[src/rtl/regfile_onehot_wr_if.sv]
// Bus bundle for the one-hot-write register file.
// master: the decoder/control side that drives the write select, data and read
// indices. slave: the register file itself.
interface regfile_onehot_wr_if #(
  parameter int DATA_WIDTH = 32
);
  logic [31:0]           WrSel;
  logic [DATA_WIDTH-1:0] WrData;
  logic [4:0]            RdAddrA;
  logic [4:0]            RdAddrB;
  logic [DATA_WIDTH-1:0] RdDataA;
  logic [DATA_WIDTH-1:0] RdDataB;
  logic                  ErrClr;
  logic                  WrErr;
  logic                  WrDone;

  modport master (
    output WrSel, WrData, RdAddrA, RdAddrB, ErrClr,
    input  RdDataA, RdDataB, WrErr, WrDone
  );

  modport slave (
    input  WrSel, WrData, RdAddrA, RdAddrB, ErrClr,
    output RdDataA, RdDataB, WrErr, WrDone
  );
endinterface

[src/rtl/regfile_onehot_wr.sv]
// 32-entry register file written through a one-hot select bus.
// Multi-hot selects are detected explicitly and blocked, and they set a sticky
// WrErr flag. Both read ports are registered with one cycle of latency.
// Optional macro REGFILE_WR_BYPASS_EN: a legal write forwards its data to a
// read port addressing the same entry on the same edge. Without the macro,
// reads return the contents as they were before that edge's write.
module regfile_onehot_wr #(
  parameter int DATA_WIDTH = 32,
  parameter bit ZERO_REG   = 1'b1
) (
  input  logic                Clk,
  input  logic                Rst,
  regfile_onehot_wr_if.slave  rf
);
  localparam int NUM_ENTRIES = 32;

  logic [DATA_WIDTH-1:0] mem [NUM_ENTRIES];
  logic                  any_sel;
  logic                  multi_sel;
  logic [4:0]            wr_idx;
  logic                  wr_legal;
  logic [DATA_WIDTH-1:0] rd_next_a;
  logic [DATA_WIDTH-1:0] rd_next_b;
  logic [DATA_WIDTH-1:0] rd_a_q;
  logic [DATA_WIDTH-1:0] rd_b_q;
  logic                  wr_err_q;
  logic                  wr_done_q;

  // Decode the select bus. Each index bit is the OR of all selected positions
  // that have that bit set, so no priority is involved. Multi-hot is flagged
  // when a set bit is found after an earlier set bit.
  always_comb begin
    any_sel   = 1'b0;
    multi_sel = 1'b0;
    wr_idx    = '0;
    for (int i = 0; i < NUM_ENTRIES; i++) begin
      multi_sel = multi_sel | (any_sel & rf.WrSel[i]);
      any_sel   = any_sel | rf.WrSel[i];
      wr_idx    = wr_idx | ({5{rf.WrSel[i]}} & 5'(i));
    end
  end

  // A write counts only for exactly one selected entry that is not the
  // hardwired zero entry.
  assign wr_legal = any_sel && !multi_sel && !(ZERO_REG && (wr_idx == 5'd0));

  // Storage array. Entry 0 is never written while it is hardwired to zero.
  always_ff @(posedge Clk or posedge Rst) begin
    if (Rst) begin
      for (int i = 0; i < NUM_ENTRIES; i++) begin
        mem[i] <= '0;
      end
    end else if (wr_legal) begin
      mem[wr_idx] <= rf.WrData;
    end
  end

  // Next value for read port A. The zero override is applied last so that it
  // wins over both the stored value and the forwarded value.
  always_comb begin
    rd_next_a = mem[rf.RdAddrA];
`ifdef REGFILE_WR_BYPASS_EN
    if (wr_legal && (rf.RdAddrA == wr_idx)) begin
      rd_next_a = rf.WrData;
    end
`endif
    if (ZERO_REG && (rf.RdAddrA == 5'd0)) begin
      rd_next_a = '0;
    end
  end

  // Next value for read port B, built the same way as port A.
  always_comb begin
    rd_next_b = mem[rf.RdAddrB];
`ifdef REGFILE_WR_BYPASS_EN
    if (wr_legal && (rf.RdAddrB == wr_idx)) begin
      rd_next_b = rf.WrData;
    end
`endif
    if (ZERO_REG && (rf.RdAddrB == 5'd0)) begin
      rd_next_b = '0;
    end
  end

  // Registered read ports.
  always_ff @(posedge Clk or posedge Rst) begin
    if (Rst) begin
      rd_a_q <= '0;
      rd_b_q <= '0;
    end else begin
      rd_a_q <= rd_next_a;
      rd_b_q <= rd_next_b;
    end
  end

  // Sticky error flag. A new multi-hot select takes priority over a clear
  // on the same edge.
  always_ff @(posedge Clk or posedge Rst) begin
    if (Rst) begin
      wr_err_q <= 1'b0;
    end else if (multi_sel) begin
      wr_err_q <= 1'b1;
    end else if (rf.ErrClr) begin
      wr_err_q <= 1'b0;
    end
  end

  // One-cycle pulse after each committed write.
  always_ff @(posedge Clk or posedge Rst) begin
    if (Rst) begin
      wr_done_q <= 1'b0;
    end else begin
      wr_done_q <= wr_legal;
    end
  end

  assign rf.RdDataA = rd_a_q;
  assign rf.RdDataB = rd_b_q;
  assign rf.WrErr   = wr_err_q;
  assign rf.WrDone  = wr_done_q;

endmodule

[src/flat_wrapper.sv]
// flat-port wrapper written by rule: the top's interface ports become plain ports
module regfile_onehot_wr_flat 
#(
  parameter int DATA_WIDTH = 32,
  parameter bit ZERO_REG   = 1'b1
)
  (Clk, Rst, rf_WrSel, rf_WrData, rf_RdAddrA, rf_RdAddrB, rf_ErrClr, rf_RdDataA, rf_RdDataB, rf_WrErr, rf_WrDone);
  regfile_onehot_wr_if #(.DATA_WIDTH(DATA_WIDTH)) rf_i ();
  input  logic Clk;
  input  logic Rst;
  input wire logic [$bits(rf_i.WrSel)-1:0] rf_WrSel;
  input wire logic [$bits(rf_i.WrData)-1:0] rf_WrData;
  input wire logic [$bits(rf_i.RdAddrA)-1:0] rf_RdAddrA;
  input wire logic [$bits(rf_i.RdAddrB)-1:0] rf_RdAddrB;
  input wire logic [$bits(rf_i.ErrClr)-1:0] rf_ErrClr;
  output wire logic [$bits(rf_i.RdDataA)-1:0] rf_RdDataA;
  output wire logic [$bits(rf_i.RdDataB)-1:0] rf_RdDataB;
  output wire logic [$bits(rf_i.WrErr)-1:0] rf_WrErr;
  output wire logic [$bits(rf_i.WrDone)-1:0] rf_WrDone;
  assign rf_i.WrSel = rf_WrSel;
  assign rf_i.WrData = rf_WrData;
  assign rf_i.RdAddrA = rf_RdAddrA;
  assign rf_i.RdAddrB = rf_RdAddrB;
  assign rf_i.ErrClr = rf_ErrClr;
  assign rf_RdDataA = rf_i.RdDataA;
  assign rf_RdDataB = rf_i.RdDataB;
  assign rf_WrErr = rf_i.WrErr;
  assign rf_WrDone = rf_i.WrDone;
  regfile_onehot_wr #(.DATA_WIDTH(DATA_WIDTH), .ZERO_REG(ZERO_REG)) u_core (.Clk(Clk), .Rst(Rst), .rf(rf_i));
endmodule
[config.mk]
export PLATFORM = sky130hd
export DESIGN_NAME = regfile_onehot_wr_flat
export DESIGN_NICKNAME = d
export VERILOG_FILES = /design/src/rtl/regfile_onehot_wr_if.sv /design/src/rtl/regfile_onehot_wr.sv /design/src/flat_wrapper.sv
export SDC_FILE = /design/constraint.sdc
export NUM_CORES = 2
export LEC_CHECK = 0
export ABC_CLOCK_PERIOD_IN_PS = 44700
export CAP_MARGIN = 30
export CORE_MARGIN = 3
export CORE_UTILIZATION = 60
export DETAILED_ROUTE_END_ITERATION = 10
export PLACE_DENSITY = 0.78
export SYNTH_ARGS = -nofsm -noshare
export SYNTH_HDL_FRONTEND = slang
export SYNTH_SLANG_ARGS = --single-unit
[constraint.sdc]
create_clock -name Clk -period 44.7 [get_ports Clk]
set_input_delay 11.175 -clock Clk [delete_from_list [all_inputs] [get_ports Clk]]
set_output_delay 11.175 -clock Clk [all_outputs]
set_load 0.01 [all_outputs]
==> summary.md <==
| Metric | Value |
|---|---|
| Clock Path Buffers | 3 |
| Clock Sinks | 1090 |
| First-pass GRT wire length | 242000 um |
| CTS Hold Bufs | 0 |
| Fin. Hold Viols | 0 |
| Synth cell count leaders | dfrtp_1 (1090), mux2_2 (606), mux4_2 (540), mux2_1 (338), clkbuf_1 (260) |
| Xor-xnor portion of the synthesized cell area | 0% |
| CP startpoint | rf_RdAddrB[0] |
| Via count | 35100 |
| Register area share after synthesis | 48.0% |
| CTS tree | built |
| CP top delay family | buffers and inverters |
| Remaining global-route overflow | 0 |
| Busiest layer in global routing | met2 |
| Worst Setup End Kind | flip-flop |
| Worst r2r src | u_core.mem[19]$_DFFE_PP0P_ |
| Number of flops mapped to enable cells by yosys | 0 |
| Fmax | 66.1 MHz |
| Std cell rows | 112 |
| Routability Congestion | 0.834 |
| Die Area | 98400 um^2 |
| Post-route DRC | 0 |
| Synth Area in Simple Gates | 1.90% |
| Mux contribution to synthesized area | 44.8% |
| Critical path class | in -> reg |
| Worst rel slew slack | 27.6% |
| Outcome | finished clean |
| Met3 usage in global routing | 6.83% |
| Synth Area in Adders | 0.0176% |
| Met1 Use GR | 44.8% |
| CP max-delay cell | buf_4 |
| HPWL after DPL | 85200 um |
| Data arrival, critical path | 15.69 ns |
| Buffers on Ports | 142 |
| Leak | 30.0 nW |
| 1st-iter DRT viols | 3642 |
| Slew Viols, Final | 0 |
| Largest fanout on the critical path | 104 |
| Initial antenna violation count | 6 |
| Layout area overhead | 11.3% |
| Chip Width | 314 um |
| Crit path required time | 45.27 ns |
| Count of cell types in the netlist | 54 |
| Largest net degree at the start of global routing | 180 |
| Yosys warns | 0 |
| Starting Density | 60.7% |
| Top_reg_cell synth | dfrtp_1 |
| Critical Path Max Stage Delay | 0.83 ns |
| Final net count | 3575 |
| Setup violations, final | 0 |
| Post-Synthesis Cells | 3567 |
| Fin Setup TNS | 0 ns |
| Hold path start | u_core.mem[1018]$_DFFE_PP0P_ |
| CORE AREA | 93600 um^2 |
| Crit path buf inv count | 4 |
| Main combinational cell family by area after synthesis | multiplexers |
| Clk_lat worst skew | 0.71 ns |
| Final hold slack | 0.401 ns |
| Count leader, synth | dfrtp_1 |
| Syn avg cell area | 15.9 um^2 |
| Mapped Nets | 3644 |
| RSZ-0062 raised after global routing | no |
| Place WS | 28.81 ns |
| All-Layer GR Usage | 33.2% |
| FF-to-FF setup slack | 42.72 ns |
| Detail Route Antenna Nets | 0 |
| Post-CTS sizing | 0 |
| Period utilization | 33.8% |
| Final core utilization | 67.5% |
| Post-CTS Setup Inserts | 0 |
| Compound-cell area share of the yosys netlist | 2.26% |
| Share of cells above drive strength 1 | 43.6% |
| Synth area leader | dfrtp_1 |
| Vias in the first global route | 37300 |
| Peak VDD IR | 34.5 uV |
| Pwr Density | 33.5 nW/um^2 |
| Root Buffer Master | clkbuf_16 |
| Async set-reset flop share out of synthesis | 100% |
| Post-route insts no fill | 4847 |
| IO Pins | 143 |
| Clock skew | 0.0244 ns |
| Synthesized cell area | 56800 um^2 |
| Period minus WS final | 15.12 ns |
| Worst-margin pin slew | 1.09 ns |
| Synth top area share | 48.0% |
| Worst-path cell chain | buf_8, buf_12, buf_4, buf_4, mux4_2, mux4_2, o22ai_1, nor2_1 |
| WL final | 161000 um |
| Crit path launch type | input port |
| M2 GR Usage | 53.2% |
| Die height | 314 um |
| CTS clk-pin slew, worst paths | 0.06 ns |
| Area contributors post-synth | dfrtp_1 (48%), mux4_2 (21%), mux2_2 (12%) |
| Flops & latches, synth | 1090 |
| Max Cap Viol | 0 |
| Via density per instance | 7.23 |
| Worst Hold Class | reg -> reg |
| H-tree levels | 3 |
| CTS Buf Count | 114 |
| 1st-pass router iterations | 8 |
| Final worst slack | 29.58 ns |
| Post-Place Cells | 4631 |
| Routed len/inst | 33.2 um |
[worst register-to-register path: cells and delay by family (launching register included)]
kind,cells,cell delay (ns)
AND/OR/NAND/NOR,1,0.11
multiplexers,3,1.33
flip-flops,1,0.40
[final cells by class]
| type | instances | area (um^2) |
|---|---|---|
| antenna | 3 | 7.51 |
| clock buffer | 159 | 3320 |
| tap | 1254 | 1570 |
| multi-input combinational | 2064 | 28000 |
| sequential | 1090 | 27300 |
| inverter | 4 | 22.5 |
| clock inverter | 49 | 693 |
| timing repair buffer | 224 | 2330 |
| fill | 6248 | 30400 |
[routing by layer]
| metal | wire length, um | up-vias |
|---|---|---|
| met5 | 69 | - |
| met4 | 7190 | 10 |
| met3 | 13700 | 445 |
| met2 | 78100 | 1825 |
| met1 | 62100 | 19000 |
| li1 | - | 13800 |
[power by group]
part	internal, W	switching, W
sequential	0.000988	0.000000664
clock	0.000599	0.000408
combinational	0.0000379	0.0000836
[final timing paths]
check | end | depth (start not counted)
max in group asynchronous | u_core.mem[449]$_DFFE_PP0P_ | 6
setup reg to reg | u_core.rf.RdDataA[19]$_DFF_PP0_ | 4
hold / removal | u_core.mem[1018]$_DFFE_PP0P_ | 0
min in group asynchronous | u_core.rf.RdDataA[18]$_DFF_PP0_ | 2
setup / recovery | u_core.rf.RdDataB[15]$_DFF_PP0_ | 8
hold reg to reg | u_core.mem[1018]$_DFFE_PP0P_ | 0
[flip-flops by register name, summed over array words and instances, names as in the netlist]
signal	flops
u_core.rf.RdDataB	32
u_core.rf.RdDataA	32
u_core.mem	1024
u_core.rf.WrErr	1
u_core.rf.WrDone	1
[layout by cell type, fill, tap and decap left out, types with 10 or more instances in the layout]
cell type	n
dfrtp_1	1090
mux2_2	606
mux4_2	540
mux2_1	338
mux2i_1	132
clkdlybuf4s50_1	132
clkbuf_16	114
mux2_4	90
buf_4	71
nor2_1	68
o22ai_1	34
clkbuf_8	30
a221oi_1	27
o221ai_1	23
clkinv_2	23
a21oi_1	22
nor3_1	19
nand3_2	16
a211oi_1	16
clkbuf_1	15
bufinv_16	14
nand2_1	11
nand2b_1	11
buf_16	11
a211o_1	10
[kinds of logic after synthesis]
| group | count (synthesis) |
|---|---|
| AO/OA/AOI/OAI | 167 |
| adder cells (fa/ha/maj) | 1 |
| buffers and inverters | 413 |
| flip-flops | 1090 |
| multiplexers | 1706 |
| AND/OR/NAND/NOR | 190 |
[through the flow]
step	total power [W]	instance area [um^2]
after floorplan	0.00109	56800
after global placement	0.00112	58900
after detailed placement	0.00113	59000
after CTS	0.00213	63100
after global routing	0.00218	63200
final	0.00212	63200
Note: power is estimated with default switching activity, not from simulation.
